[config.mk]
export PLATFORM = sky130hd
export DESIGN_NAME = laser_hit_judge
export DESIGN_NICKNAME = d
export VERILOG_FILES = /design/src/rtl/game_pkg.sv /design/src/rtl/bbox_overlap.sv /design/src/rtl/laser_hit_judge.sv
export SDC_FILE = /design/constraint.sdc
export NUM_CORES = 1
export LEC_CHECK = 0
export CORE_MARGIN = 1
export CORE_UTILIZATION = 45
export CTS_BUF_LIST = sky130_fd_sc_hd__clkbuf_8
export CTS_CLUSTER_DIAMETER = 150
export DETAILED_ROUTE_END_ITERATION = 6
export PLACE_DENSITY_LB_ADDON = 0.12
export SETUP_SLACK_MARGIN = 0.5
export SYNTH_ARGS = -nofsm -noshare
export SYNTH_HDL_FRONTEND = slang
export SYNTH_SLANG_ARGS = --single-unit
[constraint.sdc]
create_clock -name Clk -period 8 [get_ports Clk]
set_clock_uncertainty 0.1 [all_clocks]
set_input_delay 2 -clock Clk [delete_from_list [all_inputs] [get_ports Clk]]
set_output_delay 2 -clock Clk [all_outputs]
set_load 0.05 [all_outputs]
[src/rtl/game_pkg.sv]
// Shared game definitions used by the laser hit judge, the movers and the
// color mapper.
//   hit_state_e : cowboy life-cycle state (ALIVE, INVULN, DEAD)
//   GAME_*      : screen and sprite geometry constants
package game_pkg;

  typedef enum logic [1:0] {
    ALIVE  = 2'd0,
    INVULN = 2'd1,
    DEAD   = 2'd2
  } hit_state_e;

  localparam int GAME_POS_W        = 10;
  localparam int GAME_LASER_W      = 4;
  localparam int GAME_LASER_H      = 8;
  localparam int GAME_COWBOY_W     = 32;
  localparam int GAME_COWBOY_H     = 48;
  localparam int GAME_LASER_PARK_Y = 462;
  localparam int GAME_PARK_POS_Y   = 500;

endpackage

[src/rtl/bbox_overlap.sv]
// Combinational axis-aligned bounding-box overlap test between box A and box B.
// Right/bottom edges are computed one bit wider than the coordinates so boxes
// near the screen edge never wrap. Touching edges do not count as overlap.
//   ax, ay  : box A top-left corner
//   bx, by  : box B top-left corner
//   overlap : 1 when the two boxes share at least one pixel
module bbox_overlap #(
  parameter int POS_W = 10,
  parameter int A_W   = 4,
  parameter int A_H   = 8,
  parameter int B_W   = 32,
  parameter int B_H   = 48
) (
  input  logic [POS_W-1:0] ax,
  input  logic [POS_W-1:0] ay,
  input  logic [POS_W-1:0] bx,
  input  logic [POS_W-1:0] by,
  output logic             overlap
);

  localparam logic [POS_W:0] A_W_E = (POS_W+1)'(A_W);
  localparam logic [POS_W:0] A_H_E = (POS_W+1)'(A_H);
  localparam logic [POS_W:0] B_W_E = (POS_W+1)'(B_W);
  localparam logic [POS_W:0] B_H_E = (POS_W+1)'(B_H);

  logic [POS_W:0] ax_e, ay_e, bx_e, by_e;

  assign ax_e = {1'b0, ax};
  assign ay_e = {1'b0, ay};
  assign bx_e = {1'b0, bx};
  assign by_e = {1'b0, by};

  assign overlap = (ax_e < bx_e + B_W_E) && (ax_e + A_W_E > bx_e) &&
                   (ay_e < by_e + B_H_E) && (ay_e + A_H_E > by_e);

endmodule

[src/rtl/laser_hit_judge.sv]
// Laser hit judge: on every frame tick compares the alien laser against the
// cowboy hitbox, counts down lives, runs the post-hit invulnerability window
// and raises the game-over level.
//   Clk, Reset     : system clock, synchronous active-high reset
//   frame_clk      : ~60 Hz frame strobe, rising edge detected internally
//   LaserX/LaserY  : laser top-left position
//   CowboyX/CowboyY: cowboy top-left position
//   Restart        : new-game request, honoured only after game over
//   GG             : game over, held high until restart
//   Hit            : one-Clk pulse per registered hit
//   Lives          : remaining lives
//   Blink          : hide-cowboy flag while invulnerable
module laser_hit_judge
  import game_pkg::*;
#(
  parameter int LASER_W       = GAME_LASER_W,
  parameter int LASER_H       = GAME_LASER_H,
  parameter int COWBOY_W      = GAME_COWBOY_W,
  parameter int COWBOY_H      = GAME_COWBOY_H,
  parameter int LASER_PARK_Y  = GAME_LASER_PARK_Y,
  parameter int LIVES_INIT    = 3,
  parameter int INVULN_FRAMES = 60
) (
  input  logic       Clk,
  input  logic       Reset,
  input  logic       frame_clk,
  input  logic [9:0] LaserX,
  input  logic [9:0] LaserY,
  input  logic [9:0] CowboyX,
  input  logic [9:0] CowboyY,
  input  logic       Restart,
  output logic       GG,
  output logic       Hit,
  output logic [2:0] Lives,
  output logic       Blink
);

  // Counter is at least 3 bits wide because Blink is taken from bit 2.
  localparam int CNT_W = ($clog2(INVULN_FRAMES + 1) < 3) ? 3 : $clog2(INVULN_FRAMES + 1);
  localparam logic [CNT_W-1:0] CNT_LOAD = CNT_W'(INVULN_FRAMES);
  localparam logic [CNT_W-1:0] CNT_ONE  = CNT_W'(1);
  localparam logic [2:0]       LIVES_LD = 3'(LIVES_INIT);
  localparam logic [10:0]      PARK_E   = 11'(LASER_PARK_Y);

  logic             frame_clk_d, frame_tick;
  logic             box_ovl, ovl;
  hit_state_e       state, state_nxt;
  logic [2:0]       lives_q, lives_nxt;
  logic [CNT_W-1:0] cnt_q, cnt_nxt;
  logic             gg_q, gg_nxt;
  logic             hit_q, hit_nxt;

  bbox_overlap #(
    .POS_W (10),
    .A_W   (LASER_W),
    .A_H   (LASER_H),
    .B_W   (COWBOY_W),
    .B_H   (COWBOY_H)
  ) u_laser_vs_cowboy (
    .ax      (LaserX),
    .ay      (LaserY),
    .bx      (CowboyX),
    .by      (CowboyY),
    .overlap (box_ovl)
  );

  // A parked laser sits far below the playfield and must never score.
  assign ovl = box_ovl && ({1'b0, LaserY} < PARK_E);

  // Stage p0: frame edge detect and state registers
  always_ff @(posedge Clk) begin
    if (Reset) begin
      // Tracking frame_clk during reset keeps a strobe that is already high
      // from looking like a fresh rising edge once reset releases.
      frame_clk_d <= frame_clk;
      frame_tick  <= 1'b0;
      state       <= ALIVE;
      lives_q     <= LIVES_LD;
      cnt_q       <= '0;
      gg_q        <= 1'b0;
      hit_q       <= 1'b0;
    end else begin
      frame_clk_d <= frame_clk;
      frame_tick  <= frame_clk & ~frame_clk_d;
      state       <= state_nxt;
      lives_q     <= lives_nxt;
      cnt_q       <= cnt_nxt;
      gg_q        <= gg_nxt;
      hit_q       <= hit_nxt;
    end
  end

  always_comb begin
    state_nxt = state;
    lives_nxt = lives_q;
    cnt_nxt   = cnt_q;
    gg_nxt    = gg_q;
    hit_nxt   = 1'b0;
    case (state)
      ALIVE: begin
        if (frame_tick && ovl) begin
          hit_nxt   = 1'b1;
          lives_nxt = lives_q - 3'd1;
          if (lives_q == 3'd1) begin
            state_nxt = DEAD;
            gg_nxt    = 1'b1;
          end else begin
            state_nxt = INVULN;
            cnt_nxt   = CNT_LOAD;
          end
        end
      end
      INVULN: begin
        if (frame_tick) begin
          cnt_nxt = cnt_q - CNT_ONE;
          if (cnt_q == CNT_ONE) state_nxt = ALIVE;
        end
      end
      DEAD: begin
        // Restart outranks a coincident frame tick; no hit is evaluated.
        if (Restart) begin
          state_nxt = ALIVE;
          lives_nxt = LIVES_LD;
          gg_nxt    = 1'b0;
          cnt_nxt   = '0;
        end
      end
      default: state_nxt = ALIVE;
    endcase
  end

  assign GG    = gg_q;
  assign Hit   = hit_q;
  assign Lives = lives_q;
  assign Blink = (state == INVULN) && cnt_q[2];

endmodule

Word level (Yosys, flattened, before mapping) --
Index checks and enable logic that the tools add are counted.
Operators by class: bitwise gates (word level) 3, multiply operators 0, shift operators 0, add/subtract/negate cells 6, $lt $le $gt $ge 5, reduce and logical (&&, ||, !) cells 14, mux-type cells 19, eq/ne operators 10, divide/modulo/power cells 0
Operators with widths (count):
- $mux W6 | 4
- $add A10 B6 Y11 const B | 2
- $gt A11 B10 Y1 | 2
- $lt A10 B11 Y1 | 2
- $pmux W6 S3 | 1
- $ne A2 B2 Y1 const B | 6
- $add A10 B3 Y11 const B | 1
- $add A10 B4 Y11 const B | 1
- $lt A10 B9 Y1 const B | 1
- $mux W2 | 5
- $reduce_and A4 Y1 | 2
- $eq A6 B1 Y1 const B | 1
- $logic_and A1 B1 Y1 | 6
- $mux W3 | 2
- $pmux W2 S3 | 1
- $pmux W3 S2 | 1
- $sub A6 B1 Y6 const B | 1
- $reduce_and A5 Y1 | 1
- $mux W1 | 4
- $eq A3 B1 Y1 const B | 1
- $reduce_and A3 Y1 | 1
- $reduce_bool A3 Y1 | 1
- $sub A3 B1 Y3 const B | 1
- $eq A2 B1 Y1 const B | 1
- 7 further kinds | 8
Word-level totals: register bits 15, memory bits (read-only) 0, bits in latches 0, output and inout port bits 6, memories kept 0, RAM bits 0

Logic depth before layout (Yosys ltp) --
depth in word-level cells 9, gate-level depth with buffers 13

Modules after synthesis --
Synthesis repeated with hierarchy kept, for this count alone.
Unflattened totals: cell total of the unflattened synthesis 269, area total of the unflattened synthesis 2190.9 um^2
Modules (own cells, without submodules):
- bbox_overlap | cells each 160, area an instance 1244.9 um^2, seq. area each 0.0 um^2, instances 1
- laser_hit_judge | cells each 109, area an instance 945.9 um^2, seq. area each 300.3 um^2, instances 1

Worst setup path after synthesis --
OpenSTA, ideal clock, no wires.
kind input port to flip-flop, start input CowboyY[4], end register gg_q (netlist: GG), stages 12, setup slack 3.083 ns, setup time 0.074 ns, data required time 7.826 ns, path buffers 0, arrival 4.743 ns, path through inv_1 -> ha_1 -> nor3_1 -> xnor2_1 -> ha_1 -> a21o_1 -> a221oi_1 -> a21oi_1 -> a31o_2 -> or4_4 -> or4b_1 -> a31oi_1
On the way: longest elaborated chain between the ends 8
Ends and longest elaborated chain:
- start, declared | line laser_hit_judge.sv:30 | input logic [9:0] CowboyY,
- $add A10 B6 Y11 | line bbox_overlap.sv:34 | (ay_e < by_e + B_H_E) && (ay_e + A_H_E > by_e);
- $lt A10 B11 Y1 | line bbox_overlap.sv:34
- $logic_and A1 B1 Y1 | line bbox_overlap.sv:33 | assign overlap = (ax_e < bx_e + B_W_E) && (ax_e + A_W_E > bx_e) &&
- $logic_and A1 B1 Y1 (*) | line bbox_overlap.sv:34
- $logic_and A1 B1 Y1 (*) | line laser_hit_judge.sv:68 | assign ovl = box_ovl && ({1'b0, LaserY} < PARK_E);
- $logic_and A1 B1 Y1 (*) | line laser_hit_judge.sv:101 | if (frame_tick && ovl) begin
- $ne A2 B2 Y1 (no source line) (*)
- $reduce_and A4 Y1 (no source line) (*)
- end signal, assigned | line laser_hit_judge.sv:88 | gg_q <= gg_nxt;
- end, declared | line laser_hit_judge.sv:50 | logic gg_q, gg_nxt;
Every way passes the cells marked *; elsewhere a longest branch is shown, timed or not. A chain may end at the register's enable or synchronous reset.

Worst setup path in the final report --
Same ends and word-level chain as after synthesis.

==> flow_metrics.tcl <==
set metrics [dict create \
    slew-limit-headroom_pct 32.29 \
    cts_htree_levels 1 \
    gr-usage-met1_pct 27.05 \
    synth_flop_cell "dfxtp_1" \
    synth.area.top_cells "ha_1, dfxtp_1, inv_1" \
    die_h_um 71.86 \
    yosysWarnings 0 \
    grt_max_degree 15 \
    synthesis.area_mm2 0.002196 \
    r2r_slack_ns 5.08 \
    drtAntennaViolNets 0 \
    crit_arrival_ns 5.55 \
    hold_end "frame_tick$_SDFF_PP0_" \
    max-vdd-ir-drop_mv 0.1083 \
    timing.rr.start "state[0]$_SDFFE_PP0P_" \
    clock-sinks 15 \
    outcome "finished clean" \
    critical_path.max_fanout 11 \
    worstPathRequired_ns 8.08 \
    area_delta_synth_final_pct 25.76 \
    grt_pass1_wl_um 8259 \
    maxSlewViolCount 0 \
    cts-resized-gates 0 \
    path_class "primary input to flip-flop" \
    max_cap_violations 0 \
    startpoint_type "primary input" \
    worst_slack_ns 2.527 \
    antenna_found_initial 0 \
    die_x_um 71.86 \
    num_rows 25 \
    yosysTopAreaCell "ha_1" \
    p_leak_nw 1.279 \
    wl_um 5079 \
    synth_edf_count 0 \
    wire_per_inst_um 12.89 \
    synth_nets 371 \
    port_buffers 49 \
    dieArea_mm2 0.005163 \
    grtUsageMet3_pct 1.266 \
    cts_setup_buffers 0 \
    grt_busiest_layer "met2" \
    gr-total-overflow 0 \
    first_pass_iters 4 \
    finalNonFillerCells 394 \
    cellPowerDensity_mw_per_mm2 94.02 \
    grt_pass1_vias 1874 \
    ys_seq_area_share_pct 13.68 \
    tns_ns 0 \
    hold_viol 0 \
    async_flop_share_pct 0 \
    clock_path_buffers 2 \
    cts_root_buffer "clkbuf_8" \
    holdCritStartpoint "frame_clk_d$_DFF_P_" \
    max_freq_ghz 0.1827 \
    globalRouteMet2Util_pct 32.39 \
    synth_top_area_share_pct 26.21 \
    drive_gt1_share_pct 3.670 \
    gp_congestion 0.8430 \
    finalCritPeriodShare_pct 68.41 \
    vias_per_cell 5.492 \
    synth_cells 281 \
    ioPinCount 50 \
    worst_hold_slack_ns 0.2892 \
    place_hpwl_um 4205 \
    fillers 426 \
    finalSetupViolCount 0 \
    synth_cell_types 56 \
    post-place-ws_ns 2.272 \
    core_area_mm2 0.004723 \
    tightest_slew_ns 1.006 \
    period_needed_ns 5.473 \
    cts_tree "yes" \
    drt_iter0_drc 77 \
    track_usage_pct 19.32 \
    clk_latency_ns 0.25 \
    final_nets 418 \
    whs_path_depth 1 \
    syn_area_per_cell_um2 7.814 \
    rsz0062_at_grt "no" \
    numCtsBuffers 3 \
    hold_path.class "flip-flop to flip-flop" \
    rr_endpoint "cnt_q[0]$_SDFFE_PP0P_" \
    path_clk_slew_ns 0.06 \
    r2r_cells 9 \
    diodes 0 \
    start_util_pct 46.49 \
    ys_seq_elements 15 \
    drc_errors 0 \
    holdBufCountCts 0 \
    dp.cells 390 \
    end_kind "flip-flop" \
    routed-via-count 2164 \
]
[worst max-delay path by stage]
stage                from                    end  slack, ns  depth (start not counted)
2_1_floorplan  CowboyY[4]        GG$_SDFFE_PP0P_       3.08                         12
3_3_place_gp   CowboyY[4]        GG$_SDFFE_PP0P_       2.35                         13
3_5_place_dp   CowboyY[4]        GG$_SDFFE_PP0P_       2.27                         13
4_1_cts        CowboyY[4]        GG$_SDFFE_PP0P_       2.53                         13
5_1_grt        CowboyY[4]  cnt_q[0]$_SDFFE_PP0P_       2.29                         13
6_report       CowboyY[4]        GG$_SDFFE_PP0P_       2.53                         13
[registers in the layout, indices dropped and copies added, names as in the netlist]
signal and cells:
GG 1, Hit 1, Lives 3, cnt_q 6, frame_clk_d 1, frame_tick 1
state 2
[area by class of cell]
| class | count | area, um^2 | area share (%) |
|---|---|---|---|
| multi-input combinational | 226 | 1717 | 62.17 |
| timing repair buffer | 49 | 490.5 | 17.76 |
| sequential | 15 | 300.3 | 10.87 |
| inverter | 33 | 123.9 | 4.486 |
| tap | 67 | 83.83 | 3.036 |
| clock buffer | 3 | 41.29 | 1.495 |
| clock inverter | 1 | 5.005 | 0.1812 |
[critical path, cell delays in order]
cell and delay (ns):
clkdlybuf4s50_1 0.51, inv_1 0.09, ha_1 0.25, nor3_1 0.19, xnor2_1 0.15, ha_1 0.26
and3_1 0.20, a221oi_1 0.25, a21oi_1 0.11, a31o_2 0.24, or4_4 0.62, or4b_1 0.52
a31oi_1 0.16
[metrics by stage]
step                      total power [mW]  cell area (um^2)  utilization (%)
after floorplan                     0.1536              2196                -
after global placement              0.1972              2715            57.48
after detailed placement            0.1980              2715            57.48
after CTS                           0.2612              2761            58.46
after global routing                0.2791              2761            58.46
final                               0.2596              2761            58.46
[per-layer routing]
layer | wire length (um) | vias up
li1 | - | 1123
met1 | 2498 | 986
met2 | 2334 | 49
met3 | 190 | 6
met4 | 56 | 0
met5 | 0 | -
[cell usage after synthesis (all sizes together), types with 5 or more instances]
cell	count
nand2	21
and3	9
a21oi	9
dfxtp	15
nand3	18
inv	33
o21ai	9
nand4	8
ha	46
xnor2	13
nor2	19
xor2	5
o31ai	7
[cells in the final DEF, fill, tap and decap left out, types with 2 or more instances in the layout]
cell / n
ha_1: 46
and2_1: 2
nand2_1: 21
o221ai_1: 2
and3_1: 8
a211oi_1: 4
nand2b_1: 2
nand4_1: 8
nor2b_1: 3
clkdlybuf4s50_1: 49
nor4_1: 2
a21o_1: 3
clkbuf_8: 3
dfxtp_1: 15
xor2_1: 5
nor2_1: 19
a31oi_1: 4
o2111ai_1: 4
xnor2_1: 13
a21oi_1: 9
and4_1: 2
o21ai_0: 9
inv_1: 33
nor3_1: 4
o31ai_1: 7
nand3_1: 18
nor3b_1: 2
o211ai_1: 4
[cells by family after synthesis]
kind of cell	synth area share, %
DFF	13.68
xor gates and xnor gates	7.179
AOI/OAI and AO/OA	19.94
and+or+nand+nor	24.39
adders and majority gates	26.21
buffers and inverters	8.148
muxes	0.4559
[where the power goes]
part / internal, mW / total (mW) / switching (mW) / leakage (nW)
clock network: 0.0345 / 0.0627 / 0.0282 / 0.0255
logic: 0.0575 / 0.119 / 0.0620 / 1.13
registers: 0.0763 / 0.0774 / 0.00107 / 0.121
No activity file was read; power rests on OpenSTA's default activity.
